===== src/rtl/cmp_sel_shift_pkg.sv =====
// Shared constants and the output narrowing helper for cmp_sel_shift_pipe.
package cmp_sel_shift_pkg;

  localparam int unsigned WIDTH_MIN     = 8;
  localparam int unsigned WIDTH_MAX     = 128;
  localparam int unsigned OUT_WIDTH_MIN = 1;
  localparam int unsigned NARROW_W      = 128;

  // Narrow a sign-extended value to ow bits: either keep the low bits
  // (caller truncates) or clamp to the signed ow-bit range.
  function automatic logic [NARROW_W-1:0] sat_narrow(
    input logic signed [NARROW_W-1:0] v,
    input int unsigned                ow,
    input bit                         sat
  );
    logic signed [NARROW_W-1:0] hi;
    logic signed [NARROW_W-1:0] lo;
    sat_narrow = v;
    if (sat && ow >= 1 && ow < NARROW_W) begin
      hi = (128'sd1 <<< (ow - 1)) - 128'sd1;
      lo = -hi - 128'sd1;
      if (v > hi)
        sat_narrow = hi;
      else if (v < lo)
        sat_narrow = lo;
    end
  endfunction

endpackage


===== src/rtl/cmp_sel_shift_pipe_stage.sv =====
// Single valid/ready register slice with asynchronous active-low reset.
module pipe_stage #(
  parameter int unsigned W = 8
) (
  input  logic         clk,
  input  logic         rst,
  input  logic         in_valid,
  output logic         in_ready,
  input  logic [W-1:0] in_data,
  output logic         out_valid,
  input  logic         out_ready,
  output logic [W-1:0] out_data
);

  // Slot is free when empty or when its contents leave this cycle.
  assign in_ready = !out_valid || out_ready;

  // Load on input transfer; empty when drained with nothing arriving.
  always_ff @(posedge clk or negedge rst) begin
    if (!rst) begin
      out_valid <= 1'b0;
      out_data  <= '0;
    end else if (in_ready) begin
      out_valid <= in_valid;
      if (in_valid)
        out_data <= in_data;
    end
  end

endmodule


===== src/rtl/cmp_sel_shift_pipe.sv =====
// Two-stage compare/select/conditional-shift pipeline with valid/ready flow control.
module cmp_sel_shift_pipe
  import cmp_sel_shift_pkg::*;
#(
  parameter int unsigned WIDTH     = 64,
  parameter int unsigned OUT_WIDTH = 32,
  parameter int unsigned SHAMT     = 1,
  parameter bit          ASR       = 1'b1,
  parameter bit          SAT       = 1'b0
) (
  input  logic                        clk,
  input  logic                        rst,
  input  logic signed [WIDTH-1:0]     a,
  input  logic signed [WIDTH-1:0]     b,
  input  logic signed [WIDTH-1:0]     c,
  input  logic                        in_valid,
  output logic                        in_ready,
  output logic        [OUT_WIDTH-1:0] x,
  output logic        [OUT_WIDTH-1:0] z,
  output logic                        out_valid,
  input  logic                        out_ready
);

  if (WIDTH < WIDTH_MIN || WIDTH > WIDTH_MAX) begin : g_bad_width
    $error("cmp_sel_shift_pipe: WIDTH out of range");
  end
  if (OUT_WIDTH < OUT_WIDTH_MIN || OUT_WIDTH > WIDTH) begin : g_bad_out_width
    $error("cmp_sel_shift_pipe: OUT_WIDTH out of range");
  end
  if (SHAMT > WIDTH - 1) begin : g_bad_shamt
    $error("cmp_sel_shift_pipe: SHAMT out of range");
  end

  localparam int unsigned S1W = 2 * WIDTH + 2;
  localparam int unsigned S2W = 2 * OUT_WIDTH;

  logic signed [WIDTH-1:0] d, e, f;
  logic        [WIDTH-1:0] g, h;
  logic                    dlte, deqe;

  logic [S1W-1:0]   s1_d, s1_q;
  logic             s1_valid, s2_ready;
  logic [WIDTH-1:0] g_q, h_q;
  logic             dlte_q, deqe_q;

  int unsigned          xamt, zamt;
  logic [WIDTH-1:0]     xr, zr;
  logic [OUT_WIDTH-1:0] xn, zn;
  logic [S2W-1:0]       s2_d, s2_q;

  // Stage 1 combinational: sums, signed compare and the two selects.
  always_comb begin
    d    = a + b;
    e    = a + c;
    f    = a - b;
    dlte = d < e;
    deqe = d == e;
    g    = dlte ? e : d;
    h    = deqe ? f : g;
  end

  assign s1_d = {g, h, dlte, deqe};
  assign {g_q, h_q, dlte_q, deqe_q} = s1_q;

  pipe_stage #(.W(S1W)) u_s1 (
    .clk       (clk),
    .rst       (rst),
    .in_valid  (in_valid),
    .in_ready  (in_ready),
    .in_data   (s1_d),
    .out_valid (s1_valid),
    .out_ready (s2_ready),
    .out_data  (s1_q)
  );

  // Stage 2 combinational: conditional shifts, then narrow to OUT_WIDTH.
  always_comb begin
    xamt = dlte_q ? SHAMT : 32'd0;
    zamt = deqe_q ? SHAMT : 32'd0;
    xr   = h_q << xamt;
    if (ASR)
      zr = $signed(g_q) >>> zamt;
    else
      zr = g_q >> zamt;
    xn = OUT_WIDTH'(sat_narrow(128'($signed(xr)), OUT_WIDTH, SAT));
    zn = OUT_WIDTH'(sat_narrow(128'($signed(zr)), OUT_WIDTH, SAT));
  end

  assign s2_d = {xn, zn};
  assign {x, z} = s2_q;

  pipe_stage #(.W(S2W)) u_s2 (
    .clk       (clk),
    .rst       (rst),
    .in_valid  (s1_valid),
    .in_ready  (s2_ready),
    .in_data   (s2_d),
    .out_valid (out_valid),
    .out_ready (out_ready),
    .out_data  (s2_q)
  );

endmodule


===== config.mk =====
export PLATFORM = sky130hd
export DESIGN_NAME = cmp_sel_shift_pipe
export DESIGN_NICKNAME = d
export VERILOG_FILES = /design/src/rtl/cmp_sel_shift_pkg.sv /design/src/rtl/cmp_sel_shift_pipe_stage.sv /design/src/rtl/cmp_sel_shift_pipe.sv
export SDC_FILE = /design/constraint.sdc
export NUM_CORES = 1
export LEC_CHECK = 0
export ABC_AREA = 1
export CORE_MARGIN = 5
export CORE_UTILIZATION = 55
export DETAILED_ROUTE_END_ITERATION = 10
export PLACE_DENSITY = 0.8
export SLEW_MARGIN = 20
export SYNTH_ARGS = -nofsm -noshare
export SYNTH_HDL_FRONTEND = slang
export SYNTH_HIERARCHICAL = 1
export SYNTH_SLANG_ARGS = --single-unit

===== constraint.sdc =====
create_clock -name clk -period 1.3 [get_ports clk]
set_clock_uncertainty 0.05 [all_clocks]
set_input_delay 0.26 -clock clk [delete_from_list [all_inputs] [get_ports clk]]
set_output_delay 0.26 -clock clk [all_outputs]
set_load 0.02 [all_outputs]

==> impl_results.md, run 1 <==
* I/O pin total at 262
* Clock buffer depth at 3
* Syn Std Cell Area at 0.0229 mm²
* Dpl ws at -3.67 ns
* Row count at 74
* Post-Syn Area per Cell at 5.45 µm²
* Run status: did not finish
* Cts bufs inserted at 25
* Root buffer cell: clkbuf_16
* Fail Step: global routing (5_1_grt)
* DIE WIDTH at 214 µm
* First-pass GRT wire length at 261 mm
* Number of buffers added on ports at 261
* Initial Util at 0.559
* H-Tree Depth at 4
* Grt ovf at 46
* First Error: [ERROR GRT-0116] Global routing finished with congestion. Check the congestion regions in the DRC Viewer.
* Cell count after synthesis at 4,207
* Pin count of the biggest net entering global routing at 68
* Total global-route track usage at 0.729
* Syn Nets at 4,659
* Vias in the first global route at 41,800
* Die Y-Extent at 214 µm
* Synthesis Warnings at 6
* GP Congestion at 1.10
* Post-DP HPWL at 86.1 mm
* Placed Instances at 5,546
per-layer routing:
metal  global-route usage  GRT overflow
met4                0.779            16
met2                0.911            29
met5                0.236             0
met3                0.573             1
met1                0.696             0
what timing repair did:
item                                   in CTS
resized for setup                        1638
hold buffers                                1
setup endpoints to repair                 199
cloned                                      4
buffers inserted                          120
pin swaps                                 476
endpoints found under the hold margin     133
stage by stage:
| stage | instance area, µm² | util |
|---|---|---|
| after detailed placement | 32000 | 0.780 |
| after floorplan | 24400 | - |
| after CTS | 38000 | 0.927 |
| after global placement | 32000 | 0.780 |
==> run 2: changes to the inputs <==
--- a/config.mk
+++ b/config.mk
@@ -7,9 +7,9 @@
 export LEC_CHECK = 0
 export ABC_AREA = 1
 export CORE_MARGIN = 5
-export CORE_UTILIZATION = 55
+export CORE_UTILIZATION = 40
 export DETAILED_ROUTE_END_ITERATION = 10
-export PLACE_DENSITY = 0.8
+export PLACE_DENSITY_LB_ADDON = 0.15
 export SLEW_MARGIN = 20
 export SYNTH_ARGS = -nofsm -noshare
 export SYNTH_HDL_FRONTEND = slang
==> constraint.sdc (replaced) <==
create_clock -name clk -period 1.7 [get_ports clk]
set_clock_uncertainty 0.05 [all_clocks]
set_input_delay 0.34 -clock clk [delete_from_list [all_inputs] [get_ports clk]]
set_output_delay 0.34 -clock clk [all_outputs]
set_load 0.02 [all_outputs]
==> run 2 against run 1 <==
- the flow now finishes, with violations (setup timing)
- synthesized cell count did not move
- area after synthesis did not move
==> impl_results.md, run 2 <==
* Run status: finished with violations
* Failing checks: setup timing
* Syn Nets at 4,659
* N_diodes at 0
* CP max stage delay at 0.36 ns
* Root buffer cell: clkbuf_16
* Clock transition at the registers of the reported paths at 0.06 ns
* Metal-1 WL at 43.4 mm
* Clock buffer depth at 2
* Cell count after synthesis at 4,207
* Worst rel slew slack at 0.689
* Crit path required time at 2.02 ns
* Grt ovf at 0
* Pwr/cell area at 807 mW/mm²
* Die Y-Extent at 249 µm
* DR WL/cell at 18.5 µm
* Peak VDD IR at 982 µV
* Critical path class: input pin to flip-flop
* CTS tree: built
* Max reg flops at 67
* Die Area at 0.0622 mm²
* Total global-route track usage at 0.325
* Largest Register: u_s1/out_data
* FF-to-FF Start: u_s2/out_valid
* Leakage at 22.1 nW
* I/O pin total at 262
* Initial Util at 0.405
* Maxcap violations at 0
* Placed Area at 0.0328 mm²
* Fin crit period at 3.86 ns
* Initial DRC Count at 1,874
* Setup violations, final at 67
* Row count at 87
* Synthesis Warnings at 6
* RSZ-0062 raised after global routing: true
* Min Hold Slack at 0.325 ns
* # DRC at 0
* First-pass DRT Iterations at 5
* Commonest non-fill, non-tap cell in the layout: nand2_1
* Crit end category: flip-flop
* Fmax achieved at 259 MHz
* Post-route cell area at 0.0405 mm²
* CP most frequent cell: nand2_1
* Syn Std Cell Area at 0.0229 mm²
* Vias per cell at 4.95
* First-pass GRT wire length at 159 mm
* Arrival time at the worst endpoint at 4.18 ns
* WL met3 at 4.92 mm
* Core Region at 0.0566 mm²
* H-Tree Depth at 4
* Post-Route WL at 111 mm
* Final Power at 32.7 mW
* Final Worst Setup Slack at -2.16 ns
* Share of post-route cells with drive strength above 1 at 0.448
* CP Launch Point: c[32]
* DIE WIDTH at 249 µm
* CP max FO at 8
* Slew @ Worst Pin at 0.467 ns
* Post-DRT Antenna Nets at 0
* Post-Syn Area per Cell at 5.45 µm²
* Clk Latency, worst-skew pair at 0.43 ns
* DR top layer: met4
* Worst hold path type: input pin to async pin
* Met2 wire length at 53.5 mm
* Critical Path Slowest Stage Cell: ha_4
* Setup crit start kind: input pin
* Most frequent cells in the layout: nand2_1, buf_4, inv_1, nand2_2, nand3_1
* Fin util at 0.715
* Number of buffers added on ports at 261
* Fin. max-slew vios at 0
* Post-DP HPWL at 90.5 mm
* Final #Nets at 5,679
* Antenna violations before repair at 0
* Area grow syn2layout at 76.8%
* CTS sink cnt at 133
* Final period utilization at 2.27
* Top flop regs: u_s1/out_data (67), u_s2/out_data (64)
* GP Congestion at 1.03
* Final hold viol count at 0
* Vias in the first global route at 28,100
* Pin count of the biggest net entering global routing at 68
* Cts bufs inserted at 17
* Setup_tns at -139.72 ns
* Vias at 29,700
-- run 2: final cells by class --
cell class | instances | area, µm²
repair inverters | 1 | 5.00
well taps | 756 | 946
inverters | 834 | 3220
repair buffers | 1140 | 9550
flip-flops and latches | 133 | 3330
fillers | 4960 | 16100
clock buffers | 18 | 439
multi-input cells | 3100 | 22800
clock inverters | 14 | 246
-- run 2: what timing repair did --
item                                   4_1_cts  5_1_grt
hold buffers                                 1        0
resized for setup                         1122      974
setup endpoints to repair                  133       68
endpoints found under the hold margin       29        0
pin swaps                                  321      462
buffers inserted                            69       65
gates cloned                                 2        3
-- run 2: metal layers --
layer | track usage | vias up
met1 | 0.381 | 13500
met5 | 0 | -
met4 | 0.194 | 0
li1 | - | 14800
met2 | 0.581 | 1014
met3 | 0.0228 | 330
-- run 2: through the flow --
step,instances,setup slack (ns)
2_1_floorplan,4207,-1.67
3_3_place_gp,5831,-3.24
3_5_place_dp,5831,-3.25
4_1_cts,5933,-2.07
5_1_grt,5996,-2.22
6_report,5996,-2.16
-- run 2: path summary, 6_finish.rpt --
| kind | to | slack (ns) | cells after the start |
|---|---|---|---|
| setup reg to reg | u_s1/out_data[77] | 0.16 | 7 |
| hold reg to reg | u_s2/out_data[32] | 0.41 | 2 |
| max in group asynchronous | u_s2/out_data[44] | 0.76 | 3 |
| min in group clk | u_s1/out_valid | 0.39 | 4 |
| setup / recovery | u_s1/out_data[14] | -2.16 | 31 |
| hold / removal | u_s2/out_data[1] | 0.32 | 2 |
-- run 2: worst max-delay path: cells and delay by family --
| kind | cells | cell delay (ns) |
|---|---|---|
| compound gates | 4 | 0.57 |
| fa+ha+maj | 2 | 0.60 |
| buf+inv | 4 | 0.71 |
| simple gates | 21 | 1.91 |
-- run 2: report_power, final --
part | internal, mW | switching [mW]
combinational | 9.97 | 12.9
sequential | 4.59 | 0.972
clock | 2.80 | 1.41
(Power assumes the default switching activity.)
